[src/rtl/fetch_unit.sv]
// fetch_unit: instruction-fetch stage around the PC register.
// Presents the PC to a one-cycle-latency instruction memory, tracks the fetch
// in flight, and queues returned {pc, inst} pairs in a small FIFO for decode.
// A redirect flushes the FIFO and the in-flight fetch and reloads the PC.
//
// Decode handshake: the head entry is transferred on a rising edge where
// id_valid=1 and id_ready=1. While id_valid=1 and id_ready=0 the head
// (id_pc, id_inst) holds stable. id_valid never depends on id_ready.
module fetch_unit #(
  parameter int WIDTH = 32,
  parameter int DEPTH = 2
) (
  input  logic             clk,
  input  logic             rst,
  input  logic [WIDTH-1:0] pc,
  output logic             pc_en,
  output logic [WIDTH-1:0] pc_next,
  output logic [WIDTH-1:0] imem_addr,
  input  logic [WIDTH-1:0] imem_rdata,
  input  logic             redirect,
  input  logic [WIDTH-1:0] redirect_pc,
  output logic             id_valid,
  input  logic             id_ready,
  output logic [WIDTH-1:0] id_inst,
  output logic [WIDTH-1:0] id_pc
);

  localparam int PW = $clog2(DEPTH);
  // Occupancy arithmetic width: wide enough that count+inflight-pop never wraps.
  localparam int CW = $clog2(DEPTH) + 2;

  logic [PW-1:0]    rd_ptr_q, rd_ptr_d;
  logic [PW-1:0]    wr_ptr_q, wr_ptr_d;
  logic [PW:0]      count_q, count_d;
  logic             inflight_q, inflight_d;
  logic [WIDTH-1:0] inflight_pc_q, inflight_pc_d;

  logic [WIDTH-1:0] fifo_pc_q   [DEPTH];
  logic [WIDTH-1:0] fifo_inst_q [DEPTH];

  logic          pop;
  logic          push;
  logic          issue;
  logic [CW-1:0] occ;

  assign imem_addr = pc;
  assign id_valid  = (count_q != '0);
  assign id_pc     = fifo_pc_q[rd_ptr_q];
  assign id_inst   = fifo_inst_q[rd_ptr_q];

  // Handshake decode, issue decision and PC register control.
  always_comb begin
    pop     = id_valid & id_ready;
    // Entries that will occupy the FIFO after this edge if nothing new issues.
    occ     = CW'(count_q) + CW'(inflight_q) - CW'(pop);
    issue   = !rst && !redirect && (occ < CW'(DEPTH));
    push    = inflight_q && !redirect;
    pc_en   = 1'b0;
    pc_next = pc + WIDTH'(4);
    if (rst) begin
      pc_en = 1'b0;
    end else if (redirect) begin
      pc_en   = 1'b1;
      pc_next = redirect_pc;
    end else if (issue) begin
      pc_en = 1'b1;
    end
  end

  // Next-state for pointers, occupancy and the in-flight tracker.
  always_comb begin
    rd_ptr_d      = rd_ptr_q;
    wr_ptr_d      = wr_ptr_q;
    count_d       = count_q;
    inflight_d    = issue;
    inflight_pc_d = issue ? pc : inflight_pc_q;
    if (redirect) begin
      // Flush: drop queued entries, the returning response and any pop.
      rd_ptr_d = '0;
      wr_ptr_d = '0;
      count_d  = '0;
    end else begin
      if (push) wr_ptr_d = wr_ptr_q + PW'(1);
      if (pop)  rd_ptr_d = rd_ptr_q + PW'(1);
      count_d = count_q + (PW+1)'(push) - (PW+1)'(pop);
    end
  end

  // Control state register with synchronous reset.
  always_ff @(posedge clk) begin
    if (rst) begin
      rd_ptr_q      <= '0;
      wr_ptr_q      <= '0;
      count_q       <= '0;
      inflight_q    <= 1'b0;
      inflight_pc_q <= '0;
    end else begin
      rd_ptr_q      <= rd_ptr_d;
      wr_ptr_q      <= wr_ptr_d;
      count_q       <= count_d;
      inflight_q    <= inflight_d;
      inflight_pc_q <= inflight_pc_d;
    end
  end

  // FIFO storage; contents are don't-care while not counted, so no reset.
  always_ff @(posedge clk) begin
    if (push && !rst) begin
      fifo_pc_q[wr_ptr_q]   <= inflight_pc_q;
      fifo_inst_q[wr_ptr_q] <= imem_rdata;
    end
  end

  // The issue rule reserves a slot for every fetch, so a full FIFO never sees a push.
  push_into_full_a: assert property (@(posedge clk) disable iff (rst)
    push |-> (count_q != (PW+1)'(DEPTH)));

endmodule

[config.mk]
export PLATFORM = sky130hd
export DESIGN_NAME = fetch_unit
export DESIGN_NICKNAME = d
export VERILOG_FILES = /design/src/rtl/fetch_unit.sv
export SDC_FILE = /design/constraint.sdc
export NUM_CORES = 1
export LEC_CHECK = 0
export ABC_AREA = 1
export ABC_CLOCK_PERIOD_IN_PS = 7400
export BUFFER_PORTS_ARGS = -buffer_cell sky130_fd_sc_hd__buf_2
export CELL_PAD_IN_SITES_DETAIL_PLACEMENT = 1
export CELL_PAD_IN_SITES_GLOBAL_PLACEMENT = 1
export CORE_ASPECT_RATIO = 0.9
export CORE_UTILIZATION = 30
export DETAILED_ROUTE_END_ITERATION = 12
export MAX_ROUTING_LAYER = met4
export PLACE_DENSITY_LB_ADDON = 0.1
export RECOVER_POWER = 25
export SLEW_MARGIN = 40
export SYNTH_ARGS = -nofsm -noshare
export SYNTH_HDL_FRONTEND = slang
export SYNTH_SLANG_ARGS = --single-unit
[constraint.sdc]
create_clock -name clk -period 7.4 [get_ports clk]
set_input_delay 0.37 -clock clk [delete_from_list [all_inputs] [get_ports clk]]
set_output_delay 0.37 -clock clk [all_outputs]
set_load 0.05 [all_outputs]
==> flow_summary_export.csv <==
group,metric,value,unit
outcome,status,"finished, final reports clean",
setup_path,arrival,3.35,ns
global_routing,overflow,0,
power_and_ir_drop,leakage,0.00372,uW
power_and_ir_drop,p_switching,620,uW
floorplan,die_area,25900,um2
floorplan,core,24500,um2
yosys,yosysWarnings,0,
setup_path,crit_fanout,34,
sta,fmaxAchievable,0.269,GHz
setup_path,startpoint_type,"flop",
sta,rsz0062_at_grt,"false",
final_layout,final_cell_area,9410,um2
power_and_ir_drop,p_sw_share,28.7,%
cts,root_buffer,"clkbuf_16",
sta,post-route-period-util,50.3,%
cts,postCtsSetupBuffers,0,
floorplan,die_w,169,um
setup_path,critPathKind,"flop to primary output",
yosys,synthCells,713,
cts,postCtsHoldBufs,0,
cts,clk_pin_slew,0.07,ns
setup_path,setup.worst_path.end_class,"primary output",
global_routing,grt_util_all_layers,16.6,%
detailed_routing,wl,20400,um
global_routing,grt_max_degree,65,
final_layout,final_common_cell,"buf_2",
sta,tightestPinTransition,0.764,ns
sta,slew_viol_final,0,
global_routing,antenna_found_initial,0,
sta,setup_viol,0,
run,maxCapViolations,0,
power_and_ir_drop,vdd_drop_max,137,uV
power_and_ir_drop,p_comb_share,13.6,%
cts,cts_resized,0,
detailed_routing,drtIter0Drc,249,
placed_design,dp.final_hpwl,14900,um
yosys,syn_nets,816,
cts,cts_tree,"yes",
sta,fin_tns_setup,0,ns
yosys,ys_seq_elements,166,
floorplan,start_util,30.9,%
detailed_routing,route.vias.total,5551,
detailed_routing,drt-vias-per-instance,4.41,
final_layout,layout-drive-gt1-share,36.5,%
sta,hold_viol,0,
placed_design,placed_area,8850,um2
yosys,ys_seq_area_share,60.8,%
cts,htree_levels,4,
floorplan,std_cell_rows,54,
final_layout,multi_input_area,2390,um2
floorplan,io_pins,230,
yosys,synth.cell_area,7570,um2
global_routing,grt_pass1_wl,31700,um
global_routing,grt_pass1_vias,5620,
final_layout,final_nets,1013,
sta,clock-skew-final,0.0115,ns
cts,cts_buffer_depth,2,
final_layout,area_delta_synth_final,24.3,%
sta,period_needed,3.72,ns
power_and_ir_drop,p_int,1540,uW
cts,cts_inserted_buffers,17,
floorplan,die_h,153,um
cts,worstSkewPairLatency,0.42,ns
final_layout,most-common-layout-cells,"218 x buf_2, 185 x nand2_1, 128 x edfxtp_1",
setup_path,r2r_slack,4.46,ns
final_layout,seq_area,4610,um2
detailed_routing,wl_per_cell,16.2,um
detailed_routing,ant_nets,0,
sta,relSlewSlack,49.1,%
yosys,avgSynthCellArea,10.6,um2
power_and_ir_drop,power.density,229,nW/um2
yosys,synth_cell_types,28,
worst_hold_path,hp-class,"input port to flop",
placed_design,port_buffers,229,
cts,cts_sinks,166,
setup_path,cp.required,7.03,ns
power_and_ir_drop,pwr-share-seq,47.8,%
detailed_routing,first_pass_iters,4,
final_layout,fillers,2862,
power_and_ir_drop,power.share.clock,38.6,%
placed_design,gp_congestion,0.731,
detailed_routing,drc,0,
==> stage by stage <==
stage	worst slack, ns	instances	power, uW	util (%)	hold slack, ns
after CTS	3.59	1259	2190	38.4	0.109
after floorplan	1.59	713	1260	-	0.426
after global placement	4.12	1225	1350	35.9	0.438
after detailed placement	4.08	1227	1350	36.1	0.444
final	3.68	1260	2160	38.4	0.136
after global routing	3.34	1259	2250	38.4	0.113
==> power by group through the flow <==
stage	Sequential (uW)	Combinational, uW	Clock [uW]
2_1_floorplan	1050	214	0
3_5_place_dp	1050	298	0
6_report	1030	294	834
3_3_place_gp	1050	293	0
5_1_grt	1030	317	897
4_1_cts	1030	299	861
==> area by class of cell <==
class	count	share of cell area, %
inverter	58	2.31
timing repair buffer	234	12.8
clock buffer	18	4.56
tap	336	4.47
multi-input combinational	433	25.4
clock inverter	14	1.49
antenna	1	0.0266
sequential	166	49.0
==> final timing paths <==
kind | cells past startpoint | start | end
min reg2reg | 0 | inflight_pc_q[20] | fifo_pc_q[1][20]
max reg2reg | 11 | count_q[1] | inflight_pc_q[23]
max | 11 | count_q[1] | pc_en
min | 1 | imem_rdata[20] | fifo_inst_q[0][20]
==> layer usage <==
layer | routed length [um] | vias to the layer above | track usage (%)
met5 | 0 | - | -
met4 | 269 | 0 | 4.85
met3 | 1180 | 14 | 3.69
met2 | 9140 | 183 | 25.5
met1 | 9840 | 2601 | 21.9
li1 | - | 2753 | -
==> flip-flops by register name, summed over array words and instances, names as in the netlist, named ones only <==
name,flops
inflight_q,1
count_q,2
wr_ptr_q,1
rd_ptr_q,1
fifo_pc_q,64
inflight_pc_q,32
fifo_inst_q,64
==> worst max-delay path, stage by stage (launching register included) <==
cell and delay (ns):
dfxtp_1 0.45, o21a_1 0.25, inv_1 0.07, nor2_1 0.16
o21ai_0 0.13, fa_1 0.39, xnor2_1 0.15, nand2_1 0.15
nor2_8 0.40, inv_2 0.38, nand2_1 0.13, buf_2 0.27
==> Yosys cell counts, drive strengths merged <==
master | number | area [um2]
a21oi | 39 | 195
buf | 48 | 340
clkbuf | 8 | 30.0
dfxtp | 38 | 761
edfxtp | 128 | 3840
fa | 1 | 20.0
ha | 2 | 25.0
inv | 58 | 218
mux2 | 64 | 721
nand2 | 185 | 694
nand3 | 32 | 160
nand4 | 2 | 12.5
nor2 | 60 | 257
nor3 | 1 | 5.00
nor3b | 2 | 15.0
o21a | 1 | 7.51
o21ai | 22 | 110
o21bai | 2 | 15.0
or2 | 13 | 81.3
xnor2 | 2 | 17.5
xor2 | 5 | 43.8
==> logic make-up after synthesis <==
logic type	Yosys count	share of synthesized area (%)
flip-flops	166	60.8
AND/OR/NAND/NOR	295	16.2
XOR/XNOR	7	0.810
adder cells (fa/ha/maj)	3	0.595
AO/OA/AOI/OAI	64	4.33
multiplexers	64	9.52
buffers and inverters	114	7.77
Note: power is estimated with default switching activity, not from simulation.
